`src/rtl/seq_detect_pkg.sv`:
```
// rtl/seq_detect_pkg.sv - shared types and helpers for the sequence detector
//
// Purpose : detector state encoding, width derivation for the length field,
//           and a length-masked equality helper used by the comparator.
// Ports   : none (package).

package seq_detect_pkg;

  typedef enum logic [1:0] {
    UNCFG  = 2'd0,
    SEARCH = 2'd1,
    MATCH  = 2'd2
  } det_state_t;

  // Widest pattern the masked compare helper can handle.
  localparam int MAX_CMP_W = 64;

  // Bits needed to hold a length in 0..max_len.
  function automatic int calc_len_w(input int max_len);
    return $clog2(max_len + 1);
  endfunction

  // True when the low 'len' bits of a and b agree; bits at or above len
  // are don't-care.
  function automatic logic masked_eq(input logic [MAX_CMP_W-1:0] a,
                                     input logic [MAX_CMP_W-1:0] b,
                                     input int unsigned          len);
    logic eq;
    eq = 1'b1;
    for (int unsigned i = 0; i < MAX_CMP_W; i++) begin
      if ((i < len) && (a[i] != b[i])) begin
        eq = 1'b0;
      end
    end
    return eq;
  endfunction

endpackage

```
`src/rtl/seq_match_cmp.sv`:
```
// rtl/seq_match_cmp.sv - combinational length-masked window/pattern compare
//
// Purpose : reports whether the low len_i bits of the candidate window
//           equal the low len_i bits of the programmed pattern.
// Ports   : window_i  [MAX_LEN] candidate bits, newest at bit 0
//           pattern_i [MAX_LEN] programmed pattern, last bit at bit 0
//           len_i     [LEN_W]   number of low bits that take part
//           eq_o                1 when the masked bits agree

module seq_match_cmp
  import seq_detect_pkg::*;
#(
  parameter int MAX_LEN = 8,
  parameter int LEN_W   = calc_len_w(MAX_LEN)
) (
  input  logic [MAX_LEN-1:0] window_i,
  input  logic [MAX_LEN-1:0] pattern_i,
  input  logic [LEN_W-1:0]   len_i,
  output logic               eq_o
);

  logic [MAX_CMP_W-1:0] window_ext;
  logic [MAX_CMP_W-1:0] pattern_ext;

  always_comb begin
    window_ext                 = '0;
    pattern_ext                = '0;
    window_ext[MAX_LEN-1:0]    = window_i;
    pattern_ext[MAX_LEN-1:0]   = pattern_i;
    eq_o = masked_eq(window_ext, pattern_ext, 32'(len_i));
  end

endmodule

```
`src/rtl/seq_detect_fsm.sv`:
```
// rtl/seq_detect_fsm.sv - run-time programmable Moore serial sequence detector
//
// Purpose : detects a programmable bit pattern (1..MAX_LEN bits) on a
//           qualified serial stream, with optional overlapping matches and a
//           saturating match counter.
// Ports   : clk          rising-edge clock
//           areset       asynchronous active-high reset
//           cfg_load     strobe that latches cfg_pattern/cfg_len/cfg_overlap
//           cfg_pattern  [MAX_LEN] pattern, bit [len-1] arrives first
//           cfg_len      [LEN_W]   pattern length, valid 1..MAX_LEN
//           cfg_overlap  1 = overlapping matches allowed
//           in_valid     qualifies in
//           in           serial data bit
//           out          high exactly while in MATCH
//           match_count  [CNT_W]   saturating match count since load/reset
//           cfg_ok       high while a valid configuration is latched

module seq_detect_fsm
  import seq_detect_pkg::*;
#(
  parameter  int MAX_LEN = 8,
  parameter  int CNT_W   = 8,
  localparam int LEN_W   = calc_len_w(MAX_LEN)
) (
  input  logic               clk,
  input  logic               areset,
  input  logic               cfg_load,
  input  logic [MAX_LEN-1:0] cfg_pattern,
  input  logic [LEN_W-1:0]   cfg_len,
  input  logic               cfg_overlap,
  input  logic               in_valid,
  input  logic               in,
  output logic               out,
  output logic [CNT_W-1:0]   match_count,
  output logic               cfg_ok
);

  localparam logic [LEN_W-1:0] MAX_LEN_L = LEN_W'(MAX_LEN);

  det_state_t         state_q,   state_d;
  logic [MAX_LEN-1:0] pattern_q, pattern_d;
  logic [LEN_W-1:0]   len_q,     len_d;
  logic               overlap_q, overlap_d;
  // The oldest history bit would only ever be shifted out, so the window is
  // formed from MAX_LEN-1 stored bits plus the bit being accepted.
  logic [MAX_LEN-2:0] hist_q,    hist_d;
  logic [LEN_W-1:0]   fill_q,    fill_d;
  logic [CNT_W-1:0]   count_q,   count_d;

  logic [MAX_LEN-1:0] window;
  logic [LEN_W-1:0]   fill_inc;
  logic               accept;
  logic               fill_ok;
  logic               cmp_eq;
  logic               hit;
  logic               cfg_len_ok;

  assign window = {hist_q, in};
  assign accept = in_valid && (state_q != UNCFG) && !cfg_load;

  // Saturating fill+1. Since len never exceeds MAX_LEN, comparing the
  // saturated value against len is equivalent to (fill+1) >= len.
  assign fill_inc = (fill_q == MAX_LEN_L) ? fill_q : fill_q + LEN_W'(1);
  assign fill_ok  = (fill_inc >= len_q);

  seq_match_cmp #(
    .MAX_LEN (MAX_LEN),
    .LEN_W   (LEN_W)
  ) u_cmp (
    .window_i  (window),
    .pattern_i (pattern_q),
    .len_i     (len_q),
    .eq_o      (cmp_eq)
  );

  assign hit        = accept && fill_ok && cmp_eq;
  assign cfg_len_ok = (cfg_len != '0) && (cfg_len <= MAX_LEN_L);

  always_comb begin
    state_d   = state_q;
    pattern_d = pattern_q;
    len_d     = len_q;
    overlap_d = overlap_q;
    hist_d    = hist_q;
    fill_d    = fill_q;
    count_d   = count_q;

    if (cfg_load) begin
      pattern_d = cfg_pattern;
      len_d     = cfg_len;
      overlap_d = cfg_overlap;
      hist_d    = '0;
      fill_d    = '0;
      count_d   = '0;
      state_d   = cfg_len_ok ? SEARCH : UNCFG;
    end else begin
      unique case (state_q)
        UNCFG:         state_d = UNCFG;
        SEARCH, MATCH: state_d = hit ? MATCH : SEARCH;
        default:       state_d = UNCFG;
      endcase

      if (accept) begin
        hist_d = window[MAX_LEN-2:0];
        // Non-overlapping mode restarts the fill so the next match needs
        // len fresh bits; history is kept but never compared until then.
        fill_d = (hit && !overlap_q) ? '0 : fill_inc;
      end

      if (hit && (count_q != '1)) begin
        count_d = count_q + CNT_W'(1);
      end
    end
  end

  always_ff @(posedge clk or posedge areset) begin
    if (areset) begin
      state_q   <= UNCFG;
      pattern_q <= '0;
      len_q     <= '0;
      overlap_q <= 1'b0;
      hist_q    <= '0;
      fill_q    <= '0;
      count_q   <= '0;
    end else begin
      state_q   <= state_d;
      pattern_q <= pattern_d;
      len_q     <= len_d;
      overlap_q <= overlap_d;
      hist_q    <= hist_d;
      fill_q    <= fill_d;
      count_q   <= count_d;
    end
  end

  assign out         = (state_q == MATCH);
  assign cfg_ok      = (state_q != UNCFG);
  assign match_count = count_q;

endmodule

```
`config.mk`:
```
export PLATFORM = sky130hd
export DESIGN_NAME = seq_detect_fsm
export DESIGN_NICKNAME = d
export VERILOG_FILES = /design/src/rtl/seq_detect_pkg.sv /design/src/rtl/seq_match_cmp.sv /design/src/rtl/seq_detect_fsm.sv
export SDC_FILE = /design/constraint.sdc
export NUM_CORES = 1
export LEC_CHECK = 0
export ABC_AREA = 1
export CAP_MARGIN = 20
export CORE_MARGIN = 2
export CORE_UTILIZATION = 45
export CTS_BUF_LIST = sky130_fd_sc_hd__clkbuf_4 sky130_fd_sc_hd__clkbuf_8
export DETAILED_ROUTE_END_ITERATION = 10
export PLACE_DENSITY_LB_ADDON = 0.3
export SYNTH_ARGS = -nofsm -noshare
export SYNTH_HDL_FRONTEND = slang
export SYNTH_SLANG_ARGS = --single-unit
export TNS_END_PERCENT = 1
```
`constraint.sdc`:
```
create_clock -name clk -period 5.85 [get_ports clk]
set_input_delay 1.17 -clock clk [delete_from_list [all_inputs] [get_ports clk]]
set_output_delay 1.17 -clock clk [all_outputs]
set_load 0.01 [all_outputs]
```
==> results.cfg <==
[routing]
first_iter_violations = 52
drt_first_pass_iters = 4
antenna_violating_nets_post_route = 0
vias = 1549
routedWlPerCell_um = 12.2
drt_drc_violations_left = 0
detail_route.vias_per_cell = 4.81
drt_wl_total_um = 3920

[clocking]
postCtsSetupBuffers = 0
cts_made_buffers = 5
clk_transition_reported_paths_ns = 0.07
htree_levels = 2
hold_buffers = 0
clock_latency_ns = 0.28
clock_sinks = 34
tritoncts = done
cts.path.max_buffers = 2
post_cts.resized_instances = 0
clock-root-buffer = sky130_fd_sc_hd__clkbuf_8

[worst_hold_path]
hold_path.class = flip-flop to flip-flop
hold_path_start = overlap_q
whs_path_depth = 2
min_to = overlap_q

[setup_path]
critPathSlowestCell = sky130_fd_sc_hd__clkdlybuf4s50_1
worst_setup_path_end_kind = flip-flop
worstPathCellList = clkdlybuf4s50_1, clkinv_2, nand3_4, a21oi_2, nand3_1, nor2_4, nand3_4, nand2_4, nand2_1, nand2_1
worst_setup_path_start_kind = input pin
reg2regPathDepth = 14
crit_family = buffers and inverters
r2r_end = fill_q[0]
cp_data_arrival_time_ns = 3.65
setup.reg_to_reg.worst_slack_ns = 3.64
critPathMaxStageDelay_ns = 1.15
worst-path-max-fanout = 31
regToRegStartpoint = fill_q[0]
critical_path_required_ns = 6.02
critical_path_class = input pin to flip-flop
timing.critical_path.from = cfg_load
worst-path-buf-inv = 2

[sta]
fmax_mhz = 287
post-route-period-util_pct = 59.5
rsz_0062_raised_after_global_routing = no
post-route-min-period_ns = 3.48
setup_viol = 0
tns_ns = 0
final-max-slew-violation-count = 0
slew-limit-headroom_pct = 31.3
final_hold_viol_count = 0
worst_pin_slew_ns = 1.03
worst_clock_skew_ns = 0.00572

[synthesis]
post_synth_inst_count = 242
post_synth_num_cell_types = 24
synth_nets = 269
synth.cell_area_um2 = 1900
number_of_synthesized_register_bits = 34
yosysWarningCount = 0
ys_seq_area_share_pct = 44.9
post_synth.cell_area_avg_um2 = 7.84

[floorplanning]
boundaryPins = 28
chipHeight_um = 68.9
initial_standard_cell_utilization_of_the_core_pct = 47.1
die-area_um2 = 4750
core_um2 = 4030
fp.dieW_um = 68.9
core.rowCount = 23

[power]
leakagePower_nw = 1.12
combinationalPowerShare_pct = 16.0
p_sw_share_pct = 27.5
max-vdd-ir-drop_mv = 0.165
internal-power_uw = 359
clock_power_share_pct = 32.6
total_switching_power_uw = 136
power.share.sequential_pct = 51.4
power_per_cell_area_nw_per_um2 = 216
fin_total_pwr_uw = 496

[grt]
globalRouteTotalUtil_pct = 19.0
grt_pass1_wl_um = 6590
grt_overflow_total = 0
grt_antenna_before_repair = 0
first_global_vias = 1501
maximum_number_of_pins_on_one_net_before_global_route_repair = 35

[cells_and_area]
layout-drive-gt1-share_pct = 6.25
commonest_non_fill_non_tap_cell_in_the_layout = sky130_fd_sc_hd__nand2_1
post_layout_nets = 299
area_delta_synth_final_pct = 21.1
number_of_standard_cells_in_the_final_layout_excluding_fillers = 322
layout_common_cells = sky130_fd_sc_hd__nand2_1, sky130_fd_sc_hd__dfrtp_1, sky130_fd_sc_hd__inv_1
insertedDiodeCount = 0

[placement]
place_hpwl_um = 2940
routabilityCongestion = 0.833
placedCellCount = 315
port_buffers = 27

[outcome]
status = completed

[job]
maxCapViolations = 0
==> metrics by stage <==
stage / hold WS [ns] / setup WS (ns) / util [%] / cell area, um2
2_1_floorplan: 0.462 / 3.70 / - / 1900
3_3_place_gp: 0.491 / 2.15 / 55.1 / 2220
3_5_place_dp: 0.495 / 2.09 / 55.1 / 2220
4_1_cts: 0.510 / 2.35 / 57.0 / 2300
5_1_grt: 0.535 / 2.08 / 57.0 / 2300
6_report: 0.500 / 2.37 / 57.0 / 2300
==> power by group through the flow <==
stage                     Sequential, mW  Clock, mW  Combinational (mW)
final                              0.255      0.161              0.0795
after global routing               0.256      0.174              0.0914
after CTS                          0.255      0.165              0.0807
after detailed placement           0.259          0              0.0800
after global placement             0.259          0              0.0775
after floorplan                    0.257          0              0.0507
==> worst max-delay path by stage <==
stage	end	slack [ns]	depth (start not counted)
after detailed placement	match_count[3]	2.09	10
after global placement	match_count[0]	2.15	10
after CTS	match_count[3]	2.35	10
after floorplan	fill_q[3]	3.70	8
final	match_count[3]	2.37	10
after global routing	match_count[2]	2.08	10
==> layer usage <==
| layer | global-route usage, % | vias up | wire, um |
|---|---|---|---|
| met3 | 3.90 | 5 | 167 |
| met4 | 7.60 | 0 | 54 |
| li1 | - | 825 | - |
| met1 | 26.7 | 688 | 1950 |
| met5 | 0 | - | 0 |
| met2 | 28.5 | 31 | 1750 |
==> cells by family after synthesis <==
family / share of synthesized area [%]
adder cells (fa/ha/maj): 5.94
flip-flops: 44.9
XOR/XNOR: 4.16
buffers and inverters: 7.59
AO/OA/AOI/OAI: 9.04
AND/OR/NAND/NOR: 28.4
==> flip-flops by register name (all words and copies together), names as in the netlist <==
signal and flops:
state_q 2, fill_q 4, hist_q 7, pattern_q 8, match_count 8, len_q 4, overlap_q 1
==> worst reg2reg max path: cells and delay by family (launching register included) <==
family / cells / cell delay [ns]
flops: 1 / 0.40
fa+ha+maj: 2 / 0.38
buf+inv: 3 / 0.19
simple gates: 5 / 0.62
compound gates: 3 / 0.28
xor+xnor: 1 / 0.21
==> cells in the mapped netlist <==
master	n	area, um2
sky130_fd_sc_hd__or3_1	1	6.26
sky130_fd_sc_hd__o21ai_0	13	65.1
sky130_fd_sc_hd__o22ai_1	6	37.5
sky130_fd_sc_hd__a21oi_1	6	30.0
sky130_fd_sc_hd__xor2_1	6	52.6
sky130_fd_sc_hd__inv_1	31	116
sky130_fd_sc_hd__dfrtp_1	34	851
sky130_fd_sc_hd__ha_1	9	113
sky130_fd_sc_hd__nor2_2	1	6.26
sky130_fd_sc_hd__nand3_1	19	95.1
sky130_fd_sc_hd__xnor2_1	3	26.3
sky130_fd_sc_hd__a21oi_2	1	8.76
sky130_fd_sc_hd__nor2_1	18	67.6
sky130_fd_sc_hd__inv_2	1	3.75
sky130_fd_sc_hd__o21bai_1	4	30.0
sky130_fd_sc_hd__nor2_4	1	11.3
sky130_fd_sc_hd__nand2_4	1	11.3
sky130_fd_sc_hd__clkbuf_1	5	18.8
sky130_fd_sc_hd__nor3_2	1	10.0
sky130_fd_sc_hd__nand3_4	2	35.0
sky130_fd_sc_hd__clkinv_2	1	5.00
sky130_fd_sc_hd__nand2_1	76	285
sky130_fd_sc_hd__nand4_1	1	6.26
sky130_fd_sc_hd__nor3_1	1	5.00
==> final cells by class <==
class / count / area [um2]
fillers: 390 / 1730
multi-input cells: 170 / 902
flip-flops and latches: 34 / 851
repair buffers: 28 / 278
inverters: 33 / 125
clock buffers: 5 / 68.8
well taps: 50 / 62.6
clock inverters: 2 / 10.0
(Power assumes the default switching activity.)
